[src/rtl/adder16_nibble_seq_if.sv]
// Handshake bundle for the nibble-serial adder: operand side (in_*),
// result side (out_*), plus the result fields and a busy flag.
// master = producer/consumer side, slave = the adder itself.
interface adder16_nibble_seq_if #(
    parameter int WIDTH = 16
);
    logic             in_valid;
    logic             in_ready;
    logic [WIDTH-1:0] a;
    logic [WIDTH-1:0] b;
    logic             carry_in;
    logic             out_valid;
    logic             out_ready;
    logic [WIDTH-1:0] ans;
    logic             carry_out;
    logic             ovf;
    logic             busy;

    modport master (
        output in_valid,
        output a,
        output b,
        output carry_in,
        output out_ready,
        input  in_ready,
        input  out_valid,
        input  ans,
        input  carry_out,
        input  ovf,
        input  busy
    );

    modport slave (
        input  in_valid,
        input  a,
        input  b,
        input  carry_in,
        input  out_ready,
        output in_ready,
        output out_valid,
        output ans,
        output carry_out,
        output ovf,
        output busy
    );
endinterface

[src/rtl/adder16_nibble_seq.sv]
// Nibble-serial WIDTH-bit adder. A single 4-bit carry-lookahead slice is
// reused once per clock, least-significant nibble first, with its carry
// registered and fed back into the next nibble. Valid/ready on both sides.
// WIDTH must be a multiple of 4 and at least 4.

// 4-bit carry-lookahead slice, purely combinational.
module bit4_adder (
    input  logic [3:0] a,
    input  logic [3:0] b,
    input  logic       carry_in,
    output logic [3:0] sum,
    output logic       carry_out
);
    logic [3:0] g;
    logic [3:0] p;
    logic [4:0] c;

    assign g = a & b;
    assign p = a ^ b;

    // Lookahead carries, flattened so no carry ripples through the slice.
    always_comb begin
        c    = '0;
        c[0] = carry_in;
        c[1] = g[0] | (p[0] & carry_in);
        c[2] = g[1] | (p[1] & g[0]) | (p[1] & p[0] & carry_in);
        c[3] = g[2] | (p[2] & g[1]) | (p[2] & p[1] & g[0])
             | (p[2] & p[1] & p[0] & carry_in);
        c[4] = g[3] | (p[3] & g[2]) | (p[3] & p[2] & g[1])
             | (p[3] & p[2] & p[1] & g[0])
             | (p[3] & p[2] & p[1] & p[0] & carry_in);
    end

    assign sum       = p ^ c[3:0];
    assign carry_out = c[4];
endmodule

// State table:
//   state  | meaning
//   S_IDLE | waiting for operands, in_ready high
//   S_RUN  | one nibble per edge through the slice
//   S_DONE | result presented, waiting for out_ready
module adder16_nibble_seq #(
    parameter int WIDTH = 16
) (
    input  logic                  clk,
    input  logic                  rst_n,
    adder16_nibble_seq_if.slave   bus
);
    localparam int NIBBLES = WIDTH / 4;
    localparam int IDX_W   = (NIBBLES > 1) ? $clog2(NIBBLES) : 1;
    localparam logic [IDX_W-1:0] LAST_IDX = IDX_W'(NIBBLES - 1);

    localparam logic [1:0] S_IDLE = 2'd0;
    localparam logic [1:0] S_RUN  = 2'd1;
    localparam logic [1:0] S_DONE = 2'd2;

    logic [1:0]       state_q;
    logic [IDX_W-1:0] idx_q;
    logic             carry_q;
    logic [WIDTH-1:0] a_q;
    logic [WIDTH-1:0] b_q;
    logic [WIDTH-1:0] ans_q;
    logic             carry_out_q;
    logic             ovf_q;

    logic             accept;
    logic             deliver;
    logic             last_nib;
    logic [3:0]       nib_a;
    logic [3:0]       nib_b;
    logic [3:0]       nib_sum;
    logic             nib_carry;

    assign accept   = (state_q == S_IDLE) && bus.in_valid;
    assign deliver  = (state_q == S_DONE) && bus.out_ready;
    assign last_nib = (idx_q == LAST_IDX);

    assign nib_a = a_q[{idx_q, 2'b00} +: 4];
    assign nib_b = b_q[{idx_q, 2'b00} +: 4];

    bit4_adder u_slice (
        .a         (nib_a),
        .b         (nib_b),
        .carry_in  (carry_q),
        .sum       (nib_sum),
        .carry_out (nib_carry)
    );

    // Control FSM: IDLE -> RUN on accept, RUN -> DONE after the last nibble,
    // DONE -> IDLE when the consumer takes the result.
    always_ff @(posedge clk or negedge rst_n) begin
        if (!rst_n) begin
            state_q <= S_IDLE;
        end else begin
            case (state_q)
                S_IDLE:  if (accept)   state_q <= S_RUN;
                S_RUN:   if (last_nib) state_q <= S_DONE;
                S_DONE:  if (deliver)  state_q <= S_IDLE;
                default:               state_q <= S_IDLE;
            endcase
        end
    end

    // Operand capture, nibble index and the carry fed back into the slice.
    always_ff @(posedge clk or negedge rst_n) begin
        if (!rst_n) begin
            a_q     <= '0;
            b_q     <= '0;
            carry_q <= 1'b0;
            idx_q   <= '0;
        end else if (accept) begin
            a_q     <= bus.a;
            b_q     <= bus.b;
            carry_q <= bus.carry_in;
            idx_q   <= '0;
        end else if (state_q == S_RUN) begin
            carry_q <= nib_carry;
            idx_q   <= idx_q + 1'b1;
        end
    end

    // Result registers: one sum nibble per RUN edge; the final carry and the
    // signed-overflow flag are taken on the last nibble and then held.
    always_ff @(posedge clk or negedge rst_n) begin
        if (!rst_n) begin
            ans_q       <= '0;
            carry_out_q <= 1'b0;
            ovf_q       <= 1'b0;
        end else if (state_q == S_RUN) begin
            ans_q[{idx_q, 2'b00} +: 4] <= nib_sum;
            if (last_nib) begin
                carry_out_q <= nib_carry;
                ovf_q       <= (a_q[WIDTH-1] == b_q[WIDTH-1])
                            && (nib_sum[3] != a_q[WIDTH-1]);
            end
        end
    end

    assign bus.in_ready  = (state_q == S_IDLE);
    assign bus.out_valid = (state_q == S_DONE);
    assign bus.busy      = (state_q != S_IDLE);
    assign bus.ans       = ans_q;
    assign bus.carry_out = carry_out_q;
    assign bus.ovf       = ovf_q;
endmodule

[src/flat_wrapper.sv]
// flat-port wrapper written by rule: the top's interface ports become plain ports
module adder16_nibble_seq_flat 
#(
    parameter int WIDTH = 16
)
  (clk, rst_n, bus_in_valid, bus_a, bus_b, bus_carry_in, bus_out_ready, bus_in_ready, bus_out_valid, bus_ans, bus_carry_out, bus_ovf, bus_busy);
  adder16_nibble_seq_if #(.WIDTH(WIDTH)) bus_i ();
  input  logic clk;
  input  logic rst_n;
  input wire logic [$bits(bus_i.in_valid)-1:0] bus_in_valid;
  input wire logic [$bits(bus_i.a)-1:0] bus_a;
  input wire logic [$bits(bus_i.b)-1:0] bus_b;
  input wire logic [$bits(bus_i.carry_in)-1:0] bus_carry_in;
  input wire logic [$bits(bus_i.out_ready)-1:0] bus_out_ready;
  output wire logic [$bits(bus_i.in_ready)-1:0] bus_in_ready;
  output wire logic [$bits(bus_i.out_valid)-1:0] bus_out_valid;
  output wire logic [$bits(bus_i.ans)-1:0] bus_ans;
  output wire logic [$bits(bus_i.carry_out)-1:0] bus_carry_out;
  output wire logic [$bits(bus_i.ovf)-1:0] bus_ovf;
  output wire logic [$bits(bus_i.busy)-1:0] bus_busy;
  assign bus_i.in_valid = bus_in_valid;
  assign bus_i.a = bus_a;
  assign bus_i.b = bus_b;
  assign bus_i.carry_in = bus_carry_in;
  assign bus_i.out_ready = bus_out_ready;
  assign bus_in_ready = bus_i.in_ready;
  assign bus_out_valid = bus_i.out_valid;
  assign bus_ans = bus_i.ans;
  assign bus_carry_out = bus_i.carry_out;
  assign bus_ovf = bus_i.ovf;
  assign bus_busy = bus_i.busy;
  adder16_nibble_seq #(.WIDTH(WIDTH)) u_core (.clk(clk), .rst_n(rst_n), .bus(bus_i));
endmodule
[config.mk]
export PLATFORM = sky130hd
export DESIGN_NAME = adder16_nibble_seq_flat
export DESIGN_NICKNAME = d
export VERILOG_FILES = /design/src/rtl/adder16_nibble_seq_if.sv /design/src/rtl/adder16_nibble_seq.sv /design/src/flat_wrapper.sv
export SDC_FILE = /design/constraint.sdc
export NUM_CORES = 1
export LEC_CHECK = 0
export CAP_MARGIN = 30
export CELL_PAD_IN_SITES_DETAIL_PLACEMENT = 1
export CELL_PAD_IN_SITES_GLOBAL_PLACEMENT = 2
export CORE_MARGIN = 10
export CORE_UTILIZATION = 37
export CTS_BUF_LIST = sky130_fd_sc_hd__clkbuf_8
export CTS_CLUSTER_SIZE = 24
export DETAILED_ROUTE_END_ITERATION = 16
export PLACE_DENSITY = 0.95
export SYNTH_ARGS = -nofsm -noshare
export SYNTH_HDL_FRONTEND = slang
export SYNTH_SLANG_ARGS = --single-unit
[constraint.sdc]
create_clock -name clk -period 4.8 [get_ports clk]
set_input_delay 0.96 -clock clk [delete_from_list [all_inputs] [get_ports clk]]
set_output_delay 0.96 -clock clk [all_outputs]
set_load 0.005 [all_outputs]
# Yosys cells after proc, flatten, opt, wreduce, memory -nomap -nowiden
# Index checks and enable logic that the tools add are counted.
# op_classes
n_bitwise,29
n_eq_ne,8
n_addsub,2
mux,9
n_reduce_logical,8
shifts,4
# op_table
cell,n
$shiftx 16x5->4,2
$and 1x1->1,16
$bwmux 16,1
$shift 4x6->16 const A,1
$shiftx 4x6->16,1
$mux 2,5
$or 1x1->1,10
$xor 4x4->4,2
$ne 2x1->1 const B,3
$neg 4->6,1
$pmux 2 s3,1
$and 4x4->4,1
$eq 2x2->1 const B,2
$reduce_bool 2->1,2
$logic_and 1x1->1,3
$reduce_and 3->1,1
$add 2x1->2 const B,1
$eq 2x1->1 const B,1
$logic_not 2->1,1
$mux 1,2
$reduce_and 2->1,1
$eq 1x1->1,1
$ne 1x1->1,1
# totals
elab_cells,68
out_inout_bits,21
register_bits,55
inputBits,37

# Logic depth before layout (Yosys ltp)
# Gate-level depths: netlist of run 1.
# depth
word_depth,9
mapped_depth,7
mapped_depth_nobuf,6

# Cells and area by module
# From an unflattened synthesis of run 1, not the netlist that was laid out.
# unflattened
hier_cells,192
area_unflattened_um2,2765.2
# modules_own_cells
mod,cells_per_inst,n_inst,area_each_um2
adder16_nibble_seq,175,1,2617.5
bit4_adder,17,1,147.6

# Least setup slack after synthesis of run 1
# No wires, ideal clock.
# synth_timing
kind,flip-flop to flip-flop
startpoint,reg u_core.idx_q[0]
endpoint,"reg u_core.ovf_q, in the netlist u_core.bus.ovf"
t_arrival_ns,2.474
required_time_ns,4.731
setup_slack_ns,2.257
path_buffers,1
setup_time_ns,0.069
path_stages_with_launch,8
path_cell_list,dfrtp_1 > buf_2 > mux4_2 > ha_1 > a21oi_1 > nor2_1 > or4_1 > nand3_1
# synth_between
elab_chain_len,9
word_cells_on_any_way,17
# synth_lines
item,line,source
start: declaration,adder16_nibble_seq.sv:59,logic [IDX_W-1:0] idx_q;
start signal: assignment,adder16_nibble_seq.sv:119,idx_q <= idx_q + 1'b1;
$shiftx 16x5->4 (on tied branches),"adder16_nibble_seq.sv:79, adder16_nibble_seq.sv:80",
$xor 4x4->4 or $and 4x4->4 (tied branches),"adder16_nibble_seq.sv:19, adder16_nibble_seq.sv:18",
$and 1x1->1 (on tied branches),"adder16_nibble_seq.sv:27, adder16_nibble_seq.sv:28",
$or 1x1->1 (tied with other cells),adder16_nibble_seq.sv:27,c[3] = g[2] | (p[2] & g[1]) | (p[2] & p[1] & g[0])
$or 1x1->1 or $and 1x1->1 (tied branches),"adder16_nibble_seq.sv:27, adder16_nibble_seq.sv:28",
$or 1x1->1,adder16_nibble_seq.sv:28,| (p[2] & p[1] & p[0] & carry_in);
$xor 4x4->4,adder16_nibble_seq.sv:34,assign sum = p ^ c[3:0];
$ne 1x1->1,adder16_nibble_seq.sv:135,&& (nib_sum[3] != a_q[WIDTH-1]);
$logic_and 1x1->1,adder16_nibble_seq.sv:135,
end signal: assignment,adder16_nibble_seq.sv:134,ovf_q <= (a_q[WIDTH-1] == b_q[WIDTH-1])
end: declaration,adder16_nibble_seq.sv:65,logic ovf_q;
# Parallel ways exist; a longest one is shown, timed or not.
# A chain may end at the register's enable or synchronous reset.

# Worst setup path after layout of run 1
# layout_timing
startpoint,reg u_core.idx_q[0]
endpoint,"reg u_core.ans_q[11], in the netlist u_core.bus.ans[11]"
# layout_between
elab_chain_len,9
word_cells_on_any_way,24
# layout_lines
item,line,source
$shiftx 16x5->4 (on tied branches),"adder16_nibble_seq.sv:79, adder16_nibble_seq.sv:80",
$xor 4x4->4 or $and 4x4->4 (tied branches),"adder16_nibble_seq.sv:19, adder16_nibble_seq.sv:18",
$and 1x1->1 (on tied branches),"adder16_nibble_seq.sv:27, adder16_nibble_seq.sv:28",
$or 1x1->1 (tied with other cells),adder16_nibble_seq.sv:27,
$or 1x1->1 or $and 1x1->1 (tied branches),"adder16_nibble_seq.sv:27, adder16_nibble_seq.sv:28",
$or 1x1->1,adder16_nibble_seq.sv:28,
$xor 4x4->4,adder16_nibble_seq.sv:34,
$shiftx 4x6->16,adder16_nibble_seq.sv:131,"ans_q[{idx_q, 2'b00} +: 4] <= nib_sum;"
$bwmux 16 *,adder16_nibble_seq.sv:131,
end signal: indexed assignment,adder16_nibble_seq.sv:131,
end: declaration,adder16_nibble_seq.sv:63,logic [WIDTH-1:0] ans_q;
# Mark *: on every way between the ends. The rest lies on a longest branch, timed or not.

==> results of run 1 <==
[routing by layer]
| layer | up-vias | GRT usage [%] | part of all wire, % |
|---|---|---|---|
| li1 | 834 | - | - |
| met5 | - | 0 | 0 |
| met2 | 45 | 20.5 | 51 |
| met4 | 0 | 2.68 | 0.32 |
| met3 | 2 | 3.22 | 4.7 |
| met1 | 844 | 13.5 | 44 |
[cell families after synthesis]
group | Yosys count | synth area share [%]
fa+ha+maj | 12 | 6.08
compound gates | 30 | 8.34
mux | 40 | 20.8
simple gates | 48 | 9.35
xor+xnor | 2 | 0.675
flops | 55 | 53.0
buf+inv | 10 | 1.69
[power groups by stage]
stage	registers, uW	logic [uW]	clock network, uW
finish	853	1280	358
detailed placement	870	1300	0
CTS	859	1300	368
global placement	858	1260	0
floorplan	781	941	0
global route	886	1440	386
[Yosys cell counts, drive strengths merged, types with 3 or more instances]
cell type | instances | share of area, %
o21ai | 5 | 0.96
buf | 5 | 0.96
nand3 | 3 | 0.58
ha | 11 | 5.3
nor2 | 8 | 1.2
dfrtp | 55 | 53
a21oi | 3 | 0.58
inv | 4 | 0.58
nand2 | 21 | 3.0
a22o | 8 | 2.7
o31ai | 6 | 1.7
nor3 | 3 | 0.58
mux4 | 8 | 6.9
mux2 | 32 | 14
[layout make-up]
| class | count | share of cell area (%) |
|---|---|---|
| clock buffer | 5 | 2.02 |
| timing repair buffer | 59 | 17.1 |
| multi-input combinational | 132 | 34.7 |
| sequential | 55 | 40.4 |
| inverter | 4 | 0.441 |
| tap | 96 | 3.53 |
| clock inverter | 3 | 1.87 |
[worst min-delay path, delay by kind of cell (launching register included)]
kind / cells / cell delay, ps
DFF: 1 / 360
and+or+nand+nor: 1 / 50
AOI/OAI and AO/OA: 1 / 50
[stage by stage]
stage | power [uW] | util (%) | instances | setup slack (ps)
after floorplan | 1720 | - | 197 | 2260
after global placement | 2120 | 48.2 | 346 | 2060
after detailed placement | 2170 | 48.2 | 346 | 1940
after CTS | 2530 | 50.1 | 354 | 1920
after global routing | 2720 | 50.1 | 354 | 1700
final | 2490 | 50.1 | 354 | 1970
[sequential cells by signal, indices dropped and copies added, names as in the netlist]
register / cells
u_core.carry_q: 1
u_core.bus.carry_out: 1
u_core.bus.ovf: 1
u_core.b_q: 16
u_core.a_q: 16
u_core.bus.ans: 16
u_core.state_q: 2
u_core.idx_q: 2
[worst paths after layout]
check                      slack (ps)                             end  cells after the start                      startpoint
hold / removal                    490  u_core.bus.ans[12]$_DFFE_PN0P_                      2  u_core.bus.ans[12]$_DFFE_PN0P_
max in group asynchronous        3550       u_core.b_q[6]$_DFFE_PN0P_                      2                           rst_n
min in group asynchronous         770       u_core.a_q[4]$_DFFE_PN0P_                      2                           rst_n
setup / recovery                 1970  u_core.bus.ans[11]$_DFFE_PN0P_                      6     u_core.idx_q[0]$_DFFE_PN0P_
hold reg to reg                   490  u_core.bus.ans[12]$_DFFE_PN0P_                      2  u_core.bus.ans[12]$_DFFE_PN0P_
setup reg to reg                 1970  u_core.bus.ans[11]$_DFFE_PN0P_                      6     u_core.idx_q[0]$_DFFE_PN0P_
==> summary.md, run 1 <==
| Metric | Value |
|---|---|
| Gr usage total | `11.6%` |
| Final setup violation count | `0` |
| Clock latency on the worst-skew pair | `300 ps` |
| Std-Cell Rows | `30` |
| Antenna Cells | `0` |
| Cell-by-cell trace of the critical path | `mux4_2 -> ha_1 -> a21oi_1 -> nor2_1 -> nor3_1 -> a22o_1` |
| Run status | `finished, final reports clean` |
| Switching pwr | `959 uW` |
| Final layout net count | `about 310` |
| Synthesized Nets | `between 200 and 250` |
| Clock transition at the registers of the reported paths | `roughly 100 ps` |
| Power Density | `731 mW/mm^2` |
| Remaining Overflow, GRT | `0` |
| Slowest Stage Delay on Critical Path | `860 ps` |
| Post-route clock skew | `9.83 ps` |
| Commonest non-fill, non-tap cell in the layout | `sky130_fd_sc_hd__clkdlybuf4s50_1` |
| Number of warnings reported in the yosys synthesis log | `0` |
| Hold Fails Final Rpt | `0` |
| Gpl congestion | `0.765` |
| Proportion of layout cells with a drive suffix above 1 | `20.9%` |
| Sum of negative setup slack | `0 ps` |
| Number of global-route vias before repair | `about 2000` |
| Synthesized area per cell | `between 10 and 15 sq um` |
| Initial antenna violation count | `0` |
| Wire length of the first global-routing pass | `10500 um` |
| Sequential cell area | `0.00138 sq mm` |
| CTS sink cnt | `55` |
| Instance area at placement | `0.00327 sq mm` |
| # Post-CTS Setup Buffers | `0` |
| Maximum number of pins on one net before global-route repair | `56` |
| Final Critical Period | `2830 ps` |
| Cts bufs inserted | `5` |
| Root buf cell | `sky130_fd_sc_hd__clkbuf_8` |
| Final std cell area, no fill | `around 0.0034 sq mm` |
| Area of the multi-input gates | `between 0.001 and 0.0015 sq mm` |
| Sum of buffers and inverters on the critical path | `0` |
| Peak supply drop | `0.298 mV` |
| Number of detailed-routing iterations run before antenna repair | `4` |
| Required time at the endpoint of the critical path | `5050 ps` |
| Number of library cell types mapped by synthesis | `34` |
| Total wirelength of the detailed-routed design | `6170 um` |
| Sw Ratio | `about two fifths` |
| Total standard cell area after synthesis | `0.00259 sq mm` |
| Max Fclk | `353 MHz` |
| Part of the power in registers | `about a third` |
| Slew margin rel. | `48.1%` |
| Data arrival at the endpoint of the critical path | `3080 ps` |
| Class of the tightest hold or removal check | `flop to flop` |
| Number of violations of the max-capacitance limit | `0` |
| DR vias | `1725` |
| Number of flops mapped to enable cells by yosys | `0` |
| Tcrit/Tclk final | `58.9%` |
| Leakage | `~0.0014 uW` |
| Unrepaired setup endpoints after global routing | `no` |
| Gate power share | `between 50% and 60%` |
| Layout overhead on the synthesized area | `31.2%` |
| Crit path max-delay cell type | `sky130_fd_sc_hd__dfrtp_1` |
| Final Slew Violations | `0` |
| Starting density of the core | `between 30% and 40%` |
| Io pins | `58` |
| Number of buffers on the longest clock path | `2` |
| FFs w/ async S/R, synth | `100%` |
| Post-synth top flop | `sky130_fd_sc_hd__dfrtp_1` |
| Critical Path End Type | `flop` |
| DRC errors left | `0` |
| Number of filler cells placed in the layout | `701` |
| Area of the die | `0.0108 sq mm` |
| IO Port Bufs | `57` |
| DR iter-0 viols | `42` |
| Hold_buf cts | `0` |
| Number of standard cells after synthesis | `197` |
| Portion of the post-synthesis area used by sequential elements | `a little over half` |
| Final antenna-violating net count | `0` |
| Worst hold slack across all endpoints | `488 ps` |
| Slew of the pin with the lowest slew margin | `778 ps` |
| Commonest cells after routing, fill and taps aside | `56 x sky130_fd_sc_hd__clkdlybuf4s50_1, 55 x sky130_fd_sc_hd__dfrtp_1, 32 x sky130_fd_sc_hd__mux2_2` |
| Clock tree from TritonCTS | `yes` |
| Critical-path maximum fanout | `18` |
| Internal power | `1530 uW` |
| Overall die width | `about 100 um` |
| Sort of element at the start of the critical path | `flop` |
| Final HPWL from detailed placement | `4840 um` |
| Number of gates resized after cts | `0` |
| Core Region | `0.00679 sq mm` |
| Path type of the worst setup path | `flop to flop` |
| Kind of cell adding the most delay to the critical path | `flip-flops` |
| Vertical die dimension | `~100 um` |
| Clock Power Share | `14.4%` |
| H-Tree Level Count | `2` |
| Detailed-route wire length per cell | `17.4 um` |
| #FFs+latches synth | `55` |
| Via density per instance | `4.87` |
(Power assumes the default switching activity.)
==> run 2: changes to the inputs <==
- CORE_UTILIZATION: 37 -> 31
- PLACE_DENSITY: 0.95 -> 0.88
- clock period: 4.8 -> 2.4 ns (I/O delays scaled with it)
==> run 2 against run 1 <==
Net effect:
- count of clock-buffer cells in the layout unchanged
- critical endpoint is now u_core.bus.ovf$_DFFE_PN0P_
- sequential power increased by 95%
- critical path type unchanged
- highest routed layer unchanged
- setup slack got worse by 1900 ps
==> summary.md, run 2 (synthesis gave the netlist of run 1 again) <==
| Metric | Value |
|---|---|
| Critical-path maximum fanout | `4 (-14)` |
| Proportion of layout cells with a drive suffix above 1 | `24.4% (+3.5 points)` |
| Power Density | `1460 mW/mm^2 (+100%)` |
| Final setup violation count | `0 (unchanged)` |
| Layout overhead on the synthesized area | `34.1%` |
| Starting density of the core | `31.7% (-6.5 points)` |
| Number of detailed-routing iterations run before antenna repair | `4 (unchanged)` |
| Cell Count Post-Placement | `360 (+4.0%)` |
| Wire length of the first global-routing pass | `10600 um (+1.2%)` |
| Maximum number of pins on one net before global-route repair | `37 (-34%)` |
| Switching pwr | `2010 uW (+110%)` |
| Unrepaired setup endpoints after global routing | `yes` |
| Detailed-route wire length per cell | `16.6 um (-4.5%)` |
| Clock latency on the worst-skew pair | `310 ps (about the same)` |
| Area of the die | `0.0124 sq mm (+15%)` |
| Sw Ratio | `39.6% (+1.1 points)` |
| Instance area at placement | `0.00335 sq mm (+2.3%)` |
| Leakage | `0.00147 uW (+2.3%)` |
| Clock tree from TritonCTS | `yes` |
| DRC errors left | `0 (unchanged)` |
| Final Critical Period | `2340 ps (-490 ps)` |
| Peak supply drop | `0.527 mV (+77%)` |
| Post-route clock skew | `8.51 ps (-1.32 ps)` |
| Max Fclk | `427 MHz (+21%)` |
| Number of buffers on the longest clock path | `2 (unchanged)` |
| Clock transition at the registers of the reported paths | `100 ps (about the same)` |
| Path type of the worst setup path | `flop to flop` |
| Internal power | `3070 uW (+100%)` |
| Number of global-route vias before repair | `2031 (+2.2%)` |
| Finished Core Util | `42.6% (-7.5 points)` |
| Part of the power in registers | `32.6% (-1.6 points)` |
| IO Port Bufs | `57 (unchanged)` |
| Total wirelength of the detailed-routed design | `6180 um (+0.13%)` |
| Final Slew Violations | `0 (unchanged)` |
| Final layout net count | `314 (+2.6%)` |
| Commonest non-fill, non-tap cell in the layout | `sky130_fd_sc_hd__clkdlybuf4s50_1` |
| Slew margin rel. | `62.1% (+14 points)` |
| Root buf cell | `sky130_fd_sc_hd__clkbuf_8` |
| Class of the tightest hold or removal check | `primary input to async pin` |
| Final HPWL from detailed placement | `4800 um (-0.76%)` |
| Std-Cell Rows | `33 (+10%)` |
| Io pins | `58 (unchanged)` |
| Required time at the endpoint of the critical path | `2650 ps (-2400 ps)` |
| Number of violations of the max-capacitance limit | `0 (unchanged)` |
| Gate power share | `57.5% (+6.1 points)` |
| Sum of buffers and inverters on the critical path | `1 (+1)` |
| Clock Power Share | `9.9% (-4.5 points)` |
| Commonest cells after routing, fill and taps aside | `56 x sky130_fd_sc_hd__clkdlybuf4s50_1, 54 x sky130_fd_sc_hd__dfrtp_1, 32 x sky130_fd_sc_hd__mux2_2` |
| Gr usage total | `10.2% (-1.4 points)` |
| Vertical die dimension | `111 um (+7.5%)` |
| Non-Filler Instances | `371 (+4.8%)` |
| Hold Fails Final Rpt | `0 (unchanged)` |
| Cell-by-cell trace of the critical path | `clkbuf_4 -> mux4_2 -> ha_1 -> o21ai_0 -> o21a_1 -> or4_1 -> nand3_1` |
| Hold_buf cts | `0 (unchanged)` |
| Sort of element at the start of the critical path | `flop` |
| Slew of the pin with the lowest slew margin | `568 ps (-210 ps)` |
| Tcrit/Tclk final | `97.5% (+39 points)` |
| Final std cell area, no fill | `0.00348 sq mm (+2.2%)` |
| Crit path max-delay cell type | `sky130_fd_sc_hd__mux4_2` |
| Critical Path End Type | `flop` |
| CTS sink cnt | `55 (unchanged)` |
| Via density per instance | `4.84 (-0.60%)` |
| DR iter-0 viols | `62 (+48%)` |
| Run status | `finished, final reports clean` |
| Overall die width | `111 um (+7.5%)` |
| Slowest Stage Delay on Critical Path | `490 ps (-370 ps)` |
| Core Region | `0.00818 sq mm (+20%)` |
| Antenna Cells | `0 (unchanged)` |
| Remaining Overflow, GRT | `0 (unchanged)` |
| Gpl congestion | `0.791 (+3.3%)` |
| Data arrival at the endpoint of the critical path | `2590 ps (-490 ps)` |
| H-Tree Level Count | `2 (unchanged)` |
| DR vias | `1797 (+4.2%)` |
| Initial antenna violation count | `0 (unchanged)` |
| Kind of cell adding the most delay to the critical path | `simple AND/OR/NAND/NOR gates` |
| Final antenna-violating net count | `0 (unchanged)` |
| Cts bufs inserted | `5 (unchanged)` |
[run 2: cell types whose count changed in the layout (fill, tap and decap cells not counted), sizes merged]
cell / delta
clkbuf: +1
bufinv: -2
clkinv: +1
clkinvlp: +1
buf: +7
[run 2: path summary, 6_finish.rpt]
path	from	to	slack, ps	cells past startpoint
max	u_core.idx_q[0]$_DFFE_PN0P_	u_core.bus.ovf$_DFFE_PN0P_	60	7
min in group clk	u_core.bus.ans[1]$_DFFE_PN0P_	u_core.bus.ans[1]$_DFFE_PN0P_	480	2
min reg2reg	u_core.bus.ans[1]$_DFFE_PN0P_	u_core.bus.ans[1]$_DFFE_PN0P_	480	2
min	rst_n	u_core.bus.ans[9]$_DFFE_PN0P_	150	1
max in group asynchronous	rst_n	u_core.idx_q[0]$_DFFE_PN0P_	1670	2
max reg2reg	u_core.idx_q[0]$_DFFE_PN0P_	u_core.bus.ovf$_DFFE_PN0P_	60	7
[run 2: power groups by stage]
stage	sequential (uW)	clock [uW]	combinational [uW]
floorplan	1560	0	1890
global placement	1690	0	2680
detailed placement	1710	0	2750
CTS	1660	529	2890
global route	1720	567	3300
finish	1660	503	2920
[run 2: what timing repair did]
item                                    in CTS  in global routing
endpoints found under the setup margin       5                  8
gates resized for setup                      1                  2
cloned                                       0                  0
buffers inserted                             3                  0
[run 2: area by class of cell]
cell class	instances	area, sq um
Tap cell	105	131
Sequential cell	55	1380
Clock inverter	3	16.3
Inverter	4	15.0
Clock buffer	5	68.8
Fill cell	875	4700
Timing Repair Buffer	67	678
Multi-Input combinational cell	132	1190
[run 2: through the flow]
step           setup WS [ps]  power [uW]  TNS [ps]  hold slack [ps]
3_5_place_dp           -1.26        4460     -1.26              469
3_3_place_gp            50.3        4370         0              461
4_1_cts                 59.3        5090         0              171
6_report                60.2        5080         0              155
5_1_grt                -40.8        5580      -146              198
2_1_floorplan          0.408        3450         0              184
[run 2: layer usage]
metal / up-vias / track usage (%) / wire, um
met2: 48 / 16.7 / 3050
met4: 0 / 3.00 / 82
li1: 851 / - / -
met5: - / 0 / 0
met3: 7 / 3.38 / 376
met1: 891 / 12.5 / 2670
